**config.mk**
```make
export PLATFORM = sky130hd
export DESIGN_NAME = nal_start_code_scanner
export DESIGN_NICKNAME = d
export VERILOG_FILES = /design/src/rtl/nal_start_code_scanner.sv
export SDC_FILE = /design/constraint.sdc
export NUM_CORES = 1
export LEC_CHECK = 0
export ABC_AREA = 1
export CAP_MARGIN = 20
export CORE_AREA = 2 2 61 106
export DETAILED_ROUTE_END_ITERATION = 10
export DIE_AREA = 0 0 63 108
export PLACE_DENSITY_LB_ADDON = 0.25
export SLEW_MARGIN = 20
export SYNTH_ARGS = -nofsm -noshare
export SYNTH_HDL_FRONTEND = slang
export SYNTH_SLANG_ARGS = --single-unit
export TNS_END_PERCENT = 20
```
**constraint.sdc**
```tcl
create_clock -name clk -period 2.55 [get_ports clk]
set_clock_uncertainty 0.05 [all_clocks]
set_input_delay 0.3825 -clock clk [delete_from_list [all_inputs] [get_ports clk]]
set_output_delay 0.3825 -clock clk [all_outputs]
set_load 0.01 [all_outputs]
```
**src/rtl/nal_start_code_scanner.sv**
```systemverilog
// Byte-stream front end of the NAL parser: finds 00 00 01 start codes, strips zero runs
// and emulation-prevention bytes, decodes the 2-byte NAL header and forwards the NAL bytes.
module nal_start_code_scanner #(
  parameter int ZERO_CNT_W = 4
) (
  input  logic       clk,
  input  logic       reset_n,
  input  logic [7:0] in_data,
  input  logic       in_valid,
  output logic       in_ready,
  output logic [7:0] out_data,
  output logic       out_valid,
  output logic       nal_start,
  output logic       nal_end,
  output logic [5:0] nal_unit_type,
  output logic [5:0] nuh_layer_id,
  output logic [2:0] nuh_temporal_id,
  output logic       header_valid,
  output logic       hdr_err,
  output logic       epb_removed,
  output logic       zero_overflow
);

  typedef enum logic [2:0] {SEARCH, HDR0, HDR1, PAYLOAD, FLUSH} state_e;

  localparam logic [ZERO_CNT_W-1:0] PZ_MAX = '1;
  localparam logic [ZERO_CNT_W-1:0] PZ_ONE = ZERO_CNT_W'(1);
  localparam logic [ZERO_CNT_W-1:0] PZ_TWO = ZERO_CNT_W'(2);

  state_e                state_q;
  logic [1:0]            zc_q;
  logic [1:0]            zc_d;
  logic [ZERO_CNT_W-1:0] pz_q;
  logic [7:0]            cap_q;
  logic                  cap_valid_q;
  logic                  forbidden_q;
  logic                  in_ready_q;
  logic [7:0]            out_data_q;
  logic                  out_valid_q;
  logic                  nal_start_q;
  logic                  nal_end_q;
  logic [5:0]            type_q;
  logic [5:0]            layer_q;
  logic [2:0]            tid_q;
  logic                  header_valid_q;
  logic                  hdr_err_q;
  logic                  epb_removed_q;
  logic                  zero_overflow_q;

  logic accept;
  logic is_zero;
  logic is_one;
  logic is_epb;
  logic start_code;

  assign accept  = in_valid && in_ready_q;
  assign is_zero = (in_data == 8'h00);
  assign is_one  = (in_data == 8'h01);
  assign is_epb  = (in_data == 8'h03);
  assign zc_d    = is_zero ? ((zc_q == 2'd3) ? 2'd3 : zc_q + 2'd1) : 2'd0;

  // Inside a payload the held-zero count is the authoritative zero run.
  assign start_code = accept && is_one &&
                      ((state_q == PAYLOAD) ? (pz_q >= PZ_TWO) : zc_q[1]);

  always_ff @(posedge clk or negedge reset_n) begin
    if (!reset_n) begin
      state_q         <= SEARCH;
      zc_q            <= 2'd0;
      pz_q            <= '0;
      cap_q           <= 8'h00;
      cap_valid_q     <= 1'b0;
      forbidden_q     <= 1'b0;
      in_ready_q      <= 1'b1;
      out_data_q      <= 8'h00;
      out_valid_q     <= 1'b0;
      nal_start_q     <= 1'b0;
      nal_end_q       <= 1'b0;
      type_q          <= 6'd0;
      layer_q         <= 6'd0;
      tid_q           <= 3'd0;
      header_valid_q  <= 1'b0;
      hdr_err_q       <= 1'b0;
      epb_removed_q   <= 1'b0;
      zero_overflow_q <= 1'b0;
    end else begin
      // NOTE: strobes default low here and are raised below, so each is a one-cycle pulse.
      out_valid_q     <= 1'b0;
      nal_start_q     <= 1'b0;
      nal_end_q       <= 1'b0;
      header_valid_q  <= 1'b0;
      hdr_err_q       <= 1'b0;
      epb_removed_q   <= 1'b0;
      zero_overflow_q <= 1'b0;

      if (state_q == FLUSH) begin
        if (pz_q != '0) begin
          out_valid_q <= 1'b1;
          out_data_q  <= 8'h00;
          pz_q        <= pz_q - PZ_ONE;
        end else if (cap_valid_q) begin
          out_valid_q <= 1'b1;
          out_data_q  <= cap_q;
          cap_valid_q <= 1'b0;
        end else begin
          state_q    <= PAYLOAD;
          in_ready_q <= 1'b1;
        end
      end else if (accept) begin
        zc_q <= zc_d;
        if (start_code) begin
          state_q   <= HDR0;
          zc_q      <= 2'd0;
          pz_q      <= '0;
          nal_end_q <= (state_q != SEARCH);
        end else begin
          case (state_q)
            HDR0: begin
              out_valid_q <= 1'b1;
              out_data_q  <= in_data;
              nal_start_q <= 1'b1;
              forbidden_q <= in_data[7];
              type_q      <= in_data[6:1];
              layer_q[5]  <= in_data[0];
              state_q     <= HDR1;
            end
            HDR1: begin
              out_valid_q    <= 1'b1;
              out_data_q     <= in_data;
              header_valid_q <= 1'b1;
              hdr_err_q      <= forbidden_q || (in_data[2:0] == 3'd0);
              layer_q[4:0]   <= in_data[7:3];
              tid_q          <= in_data[2:0] - 3'd1;
              zc_q           <= 2'd0;
              state_q        <= PAYLOAD;
            end
            PAYLOAD: begin
              if (is_zero) begin
                if (pz_q == PZ_MAX) zero_overflow_q <= 1'b1;
                else                pz_q            <= pz_q + PZ_ONE;
              end else if (pz_q != '0) begin
                // First held zero goes out now; FLUSH drains the rest and the captured byte.
                out_valid_q   <= 1'b1;
                out_data_q    <= 8'h00;
                pz_q          <= pz_q - PZ_ONE;
                cap_q         <= in_data;
                cap_valid_q   <= !(is_epb && pz_q >= PZ_TWO);
                epb_removed_q <= is_epb && pz_q >= PZ_TWO;
                if (is_epb && pz_q >= PZ_TWO) zc_q <= 2'd0;
                state_q       <= FLUSH;
                in_ready_q    <= 1'b0;
              end else begin
                out_valid_q <= 1'b1;
                out_data_q  <= in_data;
              end
            end
            default: ;
          endcase
        end
      end
    end
  end

  assign in_ready        = in_ready_q;
  assign out_data        = out_data_q;
  assign out_valid       = out_valid_q;
  assign nal_start       = nal_start_q;
  assign nal_end         = nal_end_q;
  assign nal_unit_type   = type_q;
  assign nuh_layer_id    = layer_q;
  assign nuh_temporal_id = tid_q;
  assign header_valid    = header_valid_q;
  assign hdr_err         = hdr_err_q;
  assign epb_removed     = epb_removed_q;
  assign zero_overflow   = zero_overflow_q;

endmodule

```
==> impl_metrics.tcl <==
set metrics [dict create \
    crit_path_end_kind "flop" \
    grt_pass1_wl_um 10400 \
    syn_nets 331 \
    syn_area_um2 2590 \
    synthCells 312 \
    h-tree-depth 2 \
    overflow 0 \
    switching_share_pct 41.3 \
    cts_tree "yes" \
    criticalPathCategory "flop to flop" \
    crit_path_start_kind "flop" \
    core_um2 5880 \
    rows 37 \
    final_cells 434 \
    syn_avg_cell_area_um2 8.30 \
    yosys.cell_types.count 30 \
    vias 2224 \
    wl_per_cell_um 14.4 \
    grt_util_all_layers_pct 19.5 \
    gp_congestion 0.846 \
    synth_seq_area_share_pct 48.4 \
    diodes 0 \
    max_freq_mhz 476 \
    postRouteAntennaNets 0 \
    period_share_pct 82.4 \
    finish.utilization_pct 54.0 \
    clockBufferDepth 2 \
    fp.dieArea_um2 6800 \
    grt_max_degree 51 \
    ys_seq_elements 50 \
    fillers 589 \
    tightest_slew_ns 0.623 \
    rsz0062_at_grt "false" \
    die_w_um 63 \
    seqCellArea_um2 1250 \
    worstPathArrival_ns 2.24 \
    fin_setup_tns_ns 0 \
    numCtsBuffers 5 \
    cp_max_fo 18 \
    hold_ws_ns 0.120 \
    power_frac_seq_pct 38.8 \
    r2r-start "state_q[1]" \
    avgViaCountPerCell 5.12 \
    cts-root-buf "clkbuf_8" \
    worstHoldPathType "input port to async pin" \
    setup_viol 0 \
    power.internal_mw 2.10 \
    p_leak_nw 1.53 \
    drtIter0Drc 78 \
    p_sw_mw 1.48 \
    slew_violations 0 \
    clock_latency_ns 0.30 \
    hpwl_um 4690 \
    clock_sinks 50 \
    portBuffers 41 \
    wl_um 6230 \
    nNetsFinal 374 \
    slew_headroom_pct 58.4 \
    crit_required_ns 2.69 \
    final-hold-violation-count 0 \
    cts_hold_buf 0 \
    peakVddDrop_v 0.000605 \
    cts-resized-gates 0 \
    drc 0 \
    synthToLayoutAreaGrowth_pct 22.6 \
    grt_antenna_before_repair 0 \
    cp-startpoint "state_q[1]" \
    yosysWarnings 0 \
    maxCapViolCount 0 \
    dr.pass1.iters 4 \
    grt_pass1_vias 2192 \
    initial_utilization_pct 44.1 \
    power.share.clock_pct 13.4 \
    drive_above_1_share_pct 10.4 \
    outcome "finished, final reports clean" \
    post_cts_buffers 0 \
    p_per_area_nw_per_um2 1130 \
    multi_input_area_um2 1170 \
    p_comb_share_pct 47.8 \
    dp.cells 426 \
    layout_min_cycle_time_ns 2.10 \
    pin_count 42 \
    path_clk_slew_ns 0.09 \
    die_h_um 108 \
]
==> cell families after synthesis <==
logic type                 after synthesis  share of synthesized area (%)
and+or+nand+nor                        165                           29.4
DFF                                     50                           48.4
AOI/OAI and AO/OA                       49                           10.9
buffers and inverters                   37                           6.52
adders and majority gates                8                           3.86
xor gates and xnor gates                 3                           1.01
==> registers in the layout, indices dropped and copies added (netlist names) <==
signal,count
hdr_err,1
epb_removed,1
header_valid,1
nal_end,1
out_valid,1
zero_overflow,1
forbidden_q,1
in_ready,1
state_q,3
cap_valid_q,1
out_data,8
zc_q,2
nuh_temporal_id,3
nuh_layer_id,6
cap_q,8
nal_unit_type,6
nal_start,1
pz_q,4
==> metal layers <==
| metal | track usage, % | vias up | share of wire (%) |
|---|---|---|---|
| li1 | - | 1109 | - |
| met2 | 35.6 | 58 | 55 |
| met3 | 2.39 | 14 | 3.4 |
| met4 | 9.52 | 0 | 2.9 |
| met1 | 22.1 | 1043 | 38 |
| met5 | 0 | - | 0 |
==> path summary, 6_finish.rpt <==
path	end	slack, ns	depth (start not counted)
min in group clk	in_ready	0.43	2
worst max register to register	out_data[5]	0.45	7
worst max-delay path	out_data[5]	0.45	7
worst min register to register	in_ready	0.43	2
max in group asynchronous	out_data[4]	1.91	2
worst min-delay path	epb_removed	0.12	2
==> stage by stage <==
step	total power [mW]	instance area [µm²]	worst slack, ns
after global routing	3.86	3170	0.268
after CTS	3.59	3170	0.471
after detailed placement	3.10	3080	0.155
after global placement	3.06	3080	0.249
after floorplan	2.40	2590	0.833
final	3.58	3170	0.450
==> layout make-up <==
class | instances | share of cell area (%)
repair buffers | 47 | 14.6
clock inverters | 2 | 0.394
multi-input cells | 225 | 36.8
inverters | 26 | 3.07
well taps | 78 | 3.07
clock buffers | 6 | 2.60
flip-flops and latches | 50 | 39.5
==> power by group through the flow <==
stage / Sequential (mW) / Clock, mW / Combinational [mW]
after floorplan: 1.42 / 0 / 0.983
after global placement: 1.39 / 0 / 1.67
after detailed placement: 1.40 / 0 / 1.71
after CTS: 1.39 / 0.494 / 1.71
after global routing: 1.43 / 0.521 / 1.91
final: 1.39 / 0.481 / 1.71
==> critical path, stage by stage (launching register included) <==
cell,delay (ns)
dfrtp_1,0.45
nor2_1,0.16
nand2_1,0.39
buf_4,0.33
nand3_1,0.10
nand3_2,0.28
nand2_1,0.15
o21ai_1,0.07
==> placed cells by master, fill, tap and decap left out <==
cell type,count
xnor2_1,1
dfstp_2,1
a21oi_2,1
clkinv_2,1
nand3_2,2
nand3_4,1
clkinvlp_4,1
nand2_1,99
buf_4,5
nor4_1,1
nand3_1,21
o21ai_1,25
a31oi_1,1
clkdlybuf4s50_1,40
nand2_4,1
nor3_2,1
nor2_4,3
ha_1,8
nor2_1,14
dfrtp_1,49
a32oi_1,8
inv_1,24
inv_2,2
clkbuf_8,6
nand4_1,8
nor2_2,5
buf_12,1
o21ai_0,10
o22ai_1,1
a21oi_1,3
buf_2,1
nor3_1,4
xor2_1,2
nand2_2,5
==> synthesized netlist by cell type <==
cell type / n / area (µm²)
nor2_4: 3 / 33.8
buf_4: 4 / 30.0
o21ai_1: 25 / 125
dfrtp_1: 49 / 1230
buf_2: 6 / 30.0
nand2_2: 5 / 31.3
nor2_1: 14 / 52.6
ha_1: 8 / 100
a31oi_1: 1 / 6.26
nor2_2: 5 / 31.3
nor3_1: 4 / 20.0
xor2_1: 2 / 17.5
o22ai_1: 1 / 6.26
nand3_1: 21 / 105
xnor2_1: 1 / 8.76
dfstp_2: 1 / 26.3
nor4_1: 1 / 6.26
nand2_4: 1 / 11.3
nand4_1: 8 / 50.1
a32oi_1: 8 / 70.1
inv_1: 24 / 90.1
buf_6: 1 / 11.3
a21oi_2: 1 / 8.76
o21ai_0: 10 / 50.1
inv_2: 2 / 7.51
nor3_2: 1 / 10.0
nand3_4: 1 / 17.5
nand3_2: 2 / 20.0
nand2_1: 99 / 372
a21oi_1: 3 / 15.0
(Power assumes the default switching activity.)
